### src/rtl/jesd204b_tx_link_ctrl_if.sv
// Lane-side bundle for the JESD204B transmit link controller: control inputs,
// scrambler handshake and the octet stream going to the 8b/10b encoder.
interface jesd204b_tx_link_ctrl_if;
  logic         tx_en;
  logic         sync_n;
  logic [111:0] cfg;
  logic [31:0]  sample_data;
  logic [31:0]  scr_in;
  logic         sample_ready;
  logic         scr_reset_b;
  logic [31:0]  tx_data;
  logic [3:0]   tx_charisk;
  logic [4:0]   lmfc_cnt;
  logic [1:0]   state;
  logic         link_up;

  modport master (
    output tx_en, sync_n, cfg, sample_data, scr_in,
    input  sample_ready, scr_reset_b, tx_data, tx_charisk, lmfc_cnt, state, link_up
  );

  modport slave (
    input  tx_en, sync_n, cfg, sample_data, scr_in,
    output sample_ready, scr_reset_b, tx_data, tx_charisk, lmfc_cnt, state, link_up
  );
endinterface

### src/rtl/jesd204b_tx_link_ctrl.sv
// JESD204B transmit link sequencer for one 32-bit lane (F=4, one frame per clock):
// CGS, ILAS and DATA phases, plus scrambler seed/reset timing.
module jesd204b_tx_link_ctrl #(
  parameter int K        = 32,
  parameter int ILAS_MF  = 4,
  parameter int SCRAMBLE = 1
) (
  input logic clk,
  input logic reset,
  jesd204b_tx_link_ctrl_if.slave bus
);

  localparam logic [1:0] ST_IDLE = 2'd0;
  localparam logic [1:0] ST_CGS  = 2'd1;
  localparam logic [1:0] ST_ILAS = 2'd2;
  localparam logic [1:0] ST_DATA = 2'd3;

  localparam logic [4:0] LMFC_LAST = 5'(K - 1);
  localparam logic [2:0] MF_LAST   = 3'(ILAS_MF - 1);

  logic        sync_meta_q, sync_s_q, sync_prev_q;
  logic [4:0]  lmfc_q, lmfc_d;
  logic [1:0]  state_q, state_d;
  logic [2:0]  mf_q, mf_d;
  logic [31:0] samp_q;
  logic [31:0] tx_data_q, tx_data_d;
  logic [3:0]  charisk_q, charisk_d;
  logic        ready_q, ready_d;
  logic        link_up_q, link_up_d;
  logic        loss_of_sync;
  logic [31:0] payload;

  assign payload = (SCRAMBLE != 0) ? bus.scr_in : samp_q;

  always_comb begin
    lmfc_d       = (lmfc_q == LMFC_LAST) ? 5'd0 : lmfc_q + 5'd1;
    loss_of_sync = !sync_s_q && !sync_prev_q;
    state_d      = state_q;
    mf_d         = mf_q;

    if (!bus.tx_en) begin
      state_d = ST_IDLE;
    end else begin
      case (state_q)
        ST_IDLE: state_d = ST_CGS;
        ST_CGS: begin
          if (sync_s_q && lmfc_q == LMFC_LAST) begin
            state_d = ST_ILAS;
            mf_d    = 3'd0;
          end
        end
        ST_ILAS: begin
          if (loss_of_sync) begin
            state_d = ST_CGS;
          end else if (lmfc_q == LMFC_LAST) begin
            if (mf_q == MF_LAST) state_d = ST_DATA;
            else                 mf_d    = mf_q + 3'd1;
          end
        end
        default: begin
          if (loss_of_sync) state_d = ST_CGS;
        end
      endcase
    end
  end

  // Outputs are decoded from the next state/frame so they register in step with state.
  always_comb begin
    tx_data_d = 32'd0;
    charisk_d = 4'd0;
    case (state_d)
      ST_CGS: begin
        tx_data_d = 32'hBCBC_BCBC;
        charisk_d = 4'hF;
      end
      ST_ILAS: begin
        for (int i = 0; i < 4; i++) tx_data_d[8*i +: 8] = {lmfc_d, 2'(i), 1'b0};
        if (mf_d == 3'd1) begin
          case (lmfc_d)
            5'd1: begin
              tx_data_d    = {bus.cfg[23:0], 8'h9C};
              charisk_d[0] = 1'b1;
            end
            5'd2: tx_data_d = bus.cfg[55:24];
            5'd3: tx_data_d = bus.cfg[87:56];
            5'd4: tx_data_d[23:0] = bus.cfg[111:88];
            default: ;
          endcase
        end
        if (lmfc_d == 5'd0) begin
          tx_data_d[7:0] = 8'h1C;
          charisk_d[0]   = 1'b1;
        end
        if (lmfc_d == LMFC_LAST) begin
          tx_data_d[31:24] = 8'h7C;
          charisk_d[3]     = 1'b1;
        end
      end
      ST_DATA: tx_data_d = payload;
      default: ;
    endcase

    // Releasing the scrambler two frames early lands sample 0 on the first DATA frame.
    ready_d   = (state_d == ST_DATA) ||
                (state_d == ST_ILAS && mf_d == MF_LAST && lmfc_d >= LMFC_LAST - 5'd1);
    link_up_d = (state_d == ST_DATA);
  end

  always_ff @(posedge clk) begin
    if (reset) begin
      sync_meta_q <= 1'b0;
      sync_s_q    <= 1'b0;
      sync_prev_q <= 1'b0;
      lmfc_q      <= 5'd0;
      state_q     <= ST_IDLE;
      mf_q        <= 3'd0;
      samp_q      <= 32'd0;
      tx_data_q   <= 32'd0;
      charisk_q   <= 4'd0;
      ready_q     <= 1'b0;
      link_up_q   <= 1'b0;
    end else begin
      sync_meta_q <= bus.sync_n;
      sync_s_q    <= sync_meta_q;
      sync_prev_q <= sync_s_q;
      lmfc_q      <= lmfc_d;
      state_q     <= state_d;
      mf_q        <= mf_d;
      samp_q      <= bus.sample_data;
      tx_data_q   <= tx_data_d;
      charisk_q   <= charisk_d;
      ready_q     <= ready_d;
      link_up_q   <= link_up_d;
    end
  end

  assign bus.tx_data      = tx_data_q;
  assign bus.tx_charisk   = charisk_q;
  assign bus.lmfc_cnt     = lmfc_q;
  assign bus.state        = state_q;
  assign bus.link_up      = link_up_q;
  assign bus.sample_ready = ready_q;
  assign bus.scr_reset_b  = ready_q;

endmodule

### src/flat_wrapper.sv
// flat-port wrapper written by rule: the top's interface ports become plain ports
module jesd204b_tx_link_ctrl_flat 
#(
  parameter int K        = 32,
  parameter int ILAS_MF  = 4,
  parameter int SCRAMBLE = 1
)
  (clk, reset, bus_tx_en, bus_sync_n, bus_cfg, bus_sample_data, bus_scr_in, bus_sample_ready, bus_scr_reset_b, bus_tx_data, bus_tx_charisk, bus_lmfc_cnt, bus_state, bus_link_up);
  jesd204b_tx_link_ctrl_if bus_i ();
  input logic clk;
  input logic reset;
  input wire logic [$bits(bus_i.tx_en)-1:0] bus_tx_en;
  input wire logic [$bits(bus_i.sync_n)-1:0] bus_sync_n;
  input wire logic [$bits(bus_i.cfg)-1:0] bus_cfg;
  input wire logic [$bits(bus_i.sample_data)-1:0] bus_sample_data;
  input wire logic [$bits(bus_i.scr_in)-1:0] bus_scr_in;
  output wire logic [$bits(bus_i.sample_ready)-1:0] bus_sample_ready;
  output wire logic [$bits(bus_i.scr_reset_b)-1:0] bus_scr_reset_b;
  output wire logic [$bits(bus_i.tx_data)-1:0] bus_tx_data;
  output wire logic [$bits(bus_i.tx_charisk)-1:0] bus_tx_charisk;
  output wire logic [$bits(bus_i.lmfc_cnt)-1:0] bus_lmfc_cnt;
  output wire logic [$bits(bus_i.state)-1:0] bus_state;
  output wire logic [$bits(bus_i.link_up)-1:0] bus_link_up;
  assign bus_i.tx_en = bus_tx_en;
  assign bus_i.sync_n = bus_sync_n;
  assign bus_i.cfg = bus_cfg;
  assign bus_i.sample_data = bus_sample_data;
  assign bus_i.scr_in = bus_scr_in;
  assign bus_sample_ready = bus_i.sample_ready;
  assign bus_scr_reset_b = bus_i.scr_reset_b;
  assign bus_tx_data = bus_i.tx_data;
  assign bus_tx_charisk = bus_i.tx_charisk;
  assign bus_lmfc_cnt = bus_i.lmfc_cnt;
  assign bus_state = bus_i.state;
  assign bus_link_up = bus_i.link_up;
  jesd204b_tx_link_ctrl #(.K(K), .ILAS_MF(ILAS_MF), .SCRAMBLE(SCRAMBLE)) u_core (.clk(clk), .reset(reset), .bus(bus_i));
endmodule
### config.mk
export PLATFORM = sky130hd
export DESIGN_NAME = jesd204b_tx_link_ctrl_flat
export DESIGN_NICKNAME = d
export VERILOG_FILES = /design/src/rtl/jesd204b_tx_link_ctrl_if.sv /design/src/rtl/jesd204b_tx_link_ctrl.sv /design/src/flat_wrapper.sv
export SDC_FILE = /design/constraint.sdc
export NUM_CORES = 1
export LEC_CHECK = 0
export ABC_AREA = 1
export CAP_MARGIN = 40
export CORE_ASPECT_RATIO = 1.4
export CORE_MARGIN = 2
export CORE_UTILIZATION = 30
export CTS_CLUSTER_SIZE = 16
export DETAILED_ROUTE_END_ITERATION = 12
export GPL_ROUTABILITY_DRIVEN = 1
export PLACE_DENSITY = 0.7
export RECOVER_POWER = 50
export SKIP_CTS_REPAIR_TIMING = 1
export SLEW_MARGIN = 40
export SYNTH_ARGS = -nofsm -noshare
export SYNTH_HDL_FRONTEND = slang
export SYNTH_SLANG_ARGS = --single-unit
### constraint.sdc
create_clock -name clk -period 3.5 [get_ports clk]
set_input_delay 0.7 -clock clk [delete_from_list [all_inputs] [get_ports clk]]
set_output_delay 0.7 -clock clk [all_outputs]
set_load 0.02 [all_outputs]
==> results.yml, run 1 <==
run_status:
  status: "finished, final reports clean"
setup_path:
  cp_max_fo: 27
  cp.required_ns: 3.66
  r2r_cells: 17
  critPathCaptureType: "flop"
  cp-start-kind: "flop"
  path_class: "flop to flop"
  r2r-start: "u_core.bus.lmfc_cnt[0]$_SDFF_PP0_"
  crit_end: "u_core.bus.tx_data[31]$_SDFF_PP0_"
  arrival_ns: 3.27
  r2r_end: "u_core.bus.tx_data[31]$_SDFF_PP0_"
  crit_start: "u_core.bus.lmfc_cnt[0]$_SDFF_PP0_"
  rrSetupSlack_ns: 0.39
synthesis:
  yosysWarnings: 0
  synthAdderAreaFrac: 0.0373
  synth_enable_flop_cells: 0
  yosys.area_share.simple: 0.506
  syn_avg_cell_area_um2: 6.31
  async_flop_share: 0
  synthTopCellsByCount: "221 x nand2_1, 56 x nand3_1, 50 x dfxtp_1, 44 x inv_1, 37 x nor2_1"
  ys_ff_latch: 50
  synth_cell_types: 38
  syn_area_mm2: 0.00369
  yosysSeqAreaShare: 0.272
  synth_xor_area_frac: 0
  synth_cells: 584
  synth_ff_type: "dfxtp_1"
  synth-compound-area-share: 0.0821
  synth.most_common_cell: "nand2_1"
  synth_fp_nets: 775
  muxShareOfSynthArea: 0
  synth_top_family_by_area: "simple AND/OR/NAND/NOR gates"
  yosys-top-cells-area: "dfxtp_1 27%, nand2_1 23%, nand3_1 7.6%"
  synth_largest_area_cell: "dfxtp_1"
  synth_top_area_frac: 0.272
drt:
  routedWlPerCell_um: 16.0
  vias: 4556
  ant_nets: 0
  drt_pass1_iterations: 4
  drc: 0
  wl_mm: 14.5
  dr.first_iter.drc_count: 295
  viasPerCell: 5.01
power_and_ir_drop:
  p_total_mw: 1.64
  p_leak_nw: 2.59
  p_int_mw: 1.12
  p_switching_mw: 0.515
  swShare: 0.315
  power_frac_comb: 0.344
  p_clk_frac: 0.291
  peakVddDrop_mv: 0.186
  p_per_area_mw_per_mm2: 281
  p_seq_frac: 0.365
sta:
  finalCritPeriodShare: 0.890
  setup_viol: 0
  finalMaxSlewViolations: 0
  finalClockSkew_ns: 0.00995
  rsz0062_at_grt: "no"
  final.setup.tns_ns: 0
  slew_headroom: 0.583
  fin_ws_ns: 0.385
  period_needed_ns: 3.11
  hold_violations: 0
  max_freq_mhz: 321
  worst_pin_slew_ns: 0.625
final_layout:
  fillCellCount: 1163
  syn_to_final_growth_pct: 57.7
  n_antenna_cell: 0
  drive_gt1_frac: 0.0709
  final_core_util: 0.487
  instances_no_fill: 909
  nets: 953
die:
  rows: 47
  fp.coreArea_mm2: 0.0119
  boundaryPins: 226
  die_area_mm2: 0.0132
  die_h_um: 135
  die_w_um: 97.7
  initial_core_util: 0.309
global_routing:
  grt_remaining_overflow: 0
  grt_antenna_before_repair: 0
  grt_pass1_vias: 4615
  grt_max_degree: 31
  grt_pass1_wl_mm: 22.5
  grt_use_total: 0.215
placed_design:
  place_ws_ns: 0.414
  hpwl_mm: 12.0
  port_buffers: 193
  gp_congestion: 0.899
  dp_cells: 902
clock_tree:
  cts.sinks: 50
  cts.htree.levels: 2
  cts_buffer_depth: 2
  clkLatencyLatePin_ns: 0.30
  cts_tree: "done"
  clk_pin_slew_worst_paths_ns: 0.07
  cts_inserted_buffers: 5
  root_buffer: "clkbuf_16"
flow_run:
  max_cap_violations: 0
hold_path:
  hold_class: "flop to flop"
==> how the worst min path moves through the flow <==
stage | from | to | slack [ns] | depth (start not counted)
finish | u_core.sync_meta_q$_SDFF_PP0_ | u_core.sync_s_q$_SDFF_PP0_ | 0.41 | 2
global route | u_core.sync_meta_q$_SDFF_PP0_ | u_core.sync_s_q$_SDFF_PP0_ | 0.43 | 2
CTS | u_core.sync_meta_q$_SDFF_PP0_ | u_core.sync_s_q$_SDFF_PP0_ | 0.41 | 2
detailed placement | u_core.sync_meta_q$_SDFF_PP0_ | u_core.sync_s_q$_SDFF_PP0_ | 0.40 | 2
global placement | u_core.sync_meta_q$_SDFF_PP0_ | u_core.sync_s_q$_SDFF_PP0_ | 0.40 | 2
floorplan | u_core.sync_meta_q$_SDFF_PP0_ | u_core.sync_s_q$_SDFF_PP0_ | 0.39 | 2
==> layout by cell type (no fill, tap or decap) <==
cell	instances
nand2_1	221
clkdlybuf4s50_1	151
nand3_1	56
dfxtp_1	50
inv_1	44
dlygate4sd3_1	42
nor2_1	37
nand4_1	35
a21oi_1	19
o21ai_0	11
ha_1	11
o21ai_1	8
nand2_2	7
o21bai_1	7
buf_4	7
nand3_4	6
nor3_1	5
clkbuf_16	5
nor2_4	4
nor2_2	4
inv_2	4
a31oi_1	3
a21oi_2	3
nand3_2	3
nand2_8	2
nand2_4	2
a22oi_1	2
clkinvlp_4	2
clkbuf_1	2
nor4_1	1
nor3_2	1
inv_4	1
nor3_4	1
or2_1	1
or2_2	1
clkinv_2	1
nand3b_1	1
nor3b_1	1
==> layer usage <==
| metal | wire length, µm | up-vias | global-route usage | share of wire |
|---|---|---|---|---|
| met5 | 0 | - | 0 | 0 |
| met1 | 5160 | 2044 | 0.207 | 0.35 |
| met2 | 7770 | 221 | 0.428 | 0.53 |
| met4 | 692 | 0 | 0.110 | 0.048 |
| li1 | - | 2244 | - | - |
| met3 | 918 | 47 | 0.0413 | 0.063 |
==> flip-flops by register name (all words and copies together) (netlist names) <==
signal,count
u_core.sync_meta_q,1
u_core.bus.state,2
u_core.bus.tx_data,32
u_core.sync_prev_q,1
u_core.mf_q,3
u_core.bus.tx_charisk,3
u_core.bus.link_up,1
u_core.bus.sample_ready,1
u_core.bus.lmfc_cnt,5
u_core.sync_s_q,1
==> through the flow <==
step	hold WS, ns	cell area [µm²]
final	0.409	5810
after CTS	0.412	5820
after detailed placement	0.401	5680
after floorplan	0.388	3690
after global routing	0.430	5810
after global placement	0.402	5680
==> area by class of cell <==
| type | instances | area, µm² | share of cell area |
|---|---|---|---|
| Clock buffer | 5 | 125 | 0.0215 |
| Clock inverter | 2 | 15.0 | 0.00258 |
| Inverter | 50 | 191 | 0.0329 |
| Multi-Input combinational cell | 453 | 2300 | 0.396 |
| Sequential cell | 50 | 1000 | 0.172 |
| Tap cell | 147 | 184 | 0.0316 |
| Timing Repair Buffer | 202 | 1990 | 0.343 |
==> worst max-delay path: stages (launching register included) <==
cell and delay, ns:
dfxtp_1 0.36, ha_1 0.22, nand2_1 0.15, nor2_1 0.07, ha_1 0.23, clkbuf_1 0.18, inv_4 0.19, nand3_4 0.33
nand3_4 0.29, clkinv_2 0.26, nand2_1 0.13, nand2_1 0.05, nor2_1 0.12, nand2_1 0.08, nand3_1 0.13, nand2_1 0.07
nand2_1 0.06, nand2_1 0.05
==> power groups by stage <==
stage	Clock (mW)	Combinational, mW	Sequential, mW
after detailed placement	0	0.566	0.611
after CTS	0.485	0.569	0.598
after floorplan	0	0.270	0.633
after global placement	0	0.562	0.610
final	0.476	0.562	0.597
after global routing	0.507	0.607	0.598
==> kinds of logic (layout without fill, tap and decap cells) <==
logic type | count (synthesis) | in the layout
DFF | 50 | 50
adders and majority gates | 11 | 11
AOI/OAI and AO/OA | 53 | 53
and+or+nand+nor | 389 | 389
buffers and inverters | 81 | 259
No activity file was read; power rests on OpenSTA's default activity.
==> run 2: changes to the inputs <==
SETUP_SLACK_MARGIN = 0.15   (was unset)
SLEW_MARGIN = unset   (was 40)
==> run 2 against run 1 <==
Count of clock-buffer cells in the layout unchanged. First-iteration DRC count decreased by 11%. Critical endpoint unchanged. Non-clock buffer count unchanged. Largest cell class unchanged.
==> results.yml, run 2 (synthesized netlist as in run 1, its figures left out) <==
die:
  initial_core_util: 0.309
  boundaryPins: 226
  die_w_um: 97.7
  fp.coreArea_mm2: 0.0119
  die_area_mm2: 0.0132
  die_h_um: 135
  rows: 47
setup_path:
  cp.required_ns: 3.66
  crit_top_cell: "nand2_1"
  critPathCaptureType: "flop"
  cp_slowest_cell: "dfxtp_1"
  crit_chain: "ha_1, nand2_1, nor2_1, ha_1, buf_4, inv_4, nand3_4, nand3_4, clkinv_2, nand2_1, nand2_1, nor2_1, nand2_1, nand3_1, nand2_1, nand2_1, nand2_1"
  crit_buf_inv: 3
  max_stage_delay_ns: 0.36
  cpLargestDelayFamily: "simple AND/OR/NAND/NOR gates"
  r2r_cells: 17
  cp-start-kind: "flop"
  path_class: "flop to flop"
  cp_max_fo: 27
  arrival_ns: 3.24
  cp_num_cells: 17
global_routing:
  grt_pass1_vias: 4615
  grt_pass1_wl_mm: 22.5
  grt_remaining_overflow: 0
  grt_antenna_before_repair: 0
  grt_max_degree: 31
  grt_use_total: 0.215
final_layout:
  n_antenna_cell: 0
  multiInputGateArea_mm2: 0.00231
  final_common_cell: "nand2_1"
  layout_common_cells: "221 x nand2_1, 151 x clkdlybuf4s50_1, 56 x nand3_1"
  drive_gt1_frac: 0.0735
  syn_to_final_growth_pct: 57.9
  largest_reg_flops: 32
  nets: 953
  stdcell_area_mm2: 0.00582
  fillCellCount: 1161
  regArea_mm2: 0.00100
  final_core_util: 0.488
drt:
  viasPerCell: 5.02
  routedWlPerCell_um: 16.1
  drt_pass1_iterations: 4
  dr.first_iter.drc_count: 264
  wl_mm: 14.6
  drc: 0
  vias: 4566
  ant_nets: 0
clock_tree:
  cts_inserted_buffers: 5
  cts.sinks: 50
  clk_pin_slew_worst_paths_ns: 0.07
  cts.htree.levels: 2
  clkLatencyLatePin_ns: 0.30
  cts_tree: "done"
  root_buffer: "clkbuf_16"
  cts_buffer_depth: 2
sta:
  finalCritPeriodShare: 0.879
  worst_pin_slew_ns: 0.624
  finalClockSkew_ns: 0.0101
  setup_viol: 0
  max_freq_mhz: 325
  rsz0062_at_grt: "yes"
  hold_violations: 0
  slew_headroom: 0.583
  period_needed_ns: 3.08
  fin_ws_ns: 0.422
  hold_ws_ns: 0.409
  final.setup.tns_ns: 0
  finalMaxSlewViolations: 0
power_and_ir_drop:
  power_frac_comb: 0.344
  p_int_mw: 1.12
  p_seq_frac: 0.365
  swShare: 0.315
  p_leak_nw: 2.59
  p_per_area_mw_per_mm2: 281
  peakVddDrop_mv: 0.185
  p_clk_frac: 0.291
  p_switching_mw: 0.515
flow_run:
  max_cap_violations: 0
placed_design:
  hpwl_mm: 12.0
  placed_cell_area_mm2: 0.00568
  gp_congestion: 0.899
  place_ws_ns: 0.414
  port_buffers: 193
run_status:
  status: "finished, final reports clean"
hold_path:
  hold_class: "flop to flop"
  whs_path_depth: 2
-- run 2: cell types whose count changed in the layout (fill, tap and decap cells not counted) --
cell      change
ha_2          +1
ha_1          -1
clkbuf_1      -1
inv_2         -1
buf_4         +1
clkinv_2      +1
-- run 2: worst min-delay path: cells and delay by family (launching register included) --
| family | cells | cell delay [ns] |
|---|---|---|
| flip-flops | 1 | 0.30 |
| buffers and inverters | 1 | 0.04 |
| AND/OR/NAND/NOR | 1 | 0.03 |
-- run 2: through the flow --
stage               power, mW  instances
finish                   1.63        909
global route             1.71        909
CTS                      1.65        909
detailed placement       1.18        902
global placement         1.17        902
floorplan               0.903        584
-- run 2: area by class of cell --
| cell class | instances | area share |
|---|---|---|
| clock buffers | 5 | 0.0215 |
| clock inverters | 2 | 0.00258 |
| inverters | 50 | 0.0331 |
| multi-input cells | 453 | 0.396 |
| flip-flops and latches | 50 | 0.172 |
| well taps | 147 | 0.0316 |
| repair buffers | 202 | 0.343 |
-- run 2: final timing paths --
path,startpoint,endpoint,slack [ns]
worst min-delay path,u_core.sync_meta_q$_SDFF_PP0_,u_core.sync_s_q$_SDFF_PP0_,0.41
worst min register to register,u_core.sync_meta_q$_SDFF_PP0_,u_core.sync_s_q$_SDFF_PP0_,0.41
worst max register to register,u_core.bus.lmfc_cnt[0]$_SDFF_PP0_,u_core.bus.tx_data[31]$_SDFF_PP0_,0.42
worst max-delay path,u_core.bus.lmfc_cnt[0]$_SDFF_PP0_,u_core.bus.tx_data[31]$_SDFF_PP0_,0.42
-- run 2: routing by layer --
layer  up-vias  share of wire  GRT usage
li1       2244              -          -
met1      2064           0.36      0.207
met2       211           0.53      0.428
met3        47          0.062     0.0413
met4         0          0.049      0.110
met5         -              0          0
-- run 2: power by group through the flow --
stage	logic (mW)	clock network (mW)	registers [mW]
2_1_floorplan	0.270	0	0.633
5_1_grt	0.607	0.507	0.598
3_5_place_dp	0.566	0	0.611
3_3_place_gp	0.562	0	0.610
4_1_cts	0.569	0.485	0.598
6_report	0.562	0.476	0.597
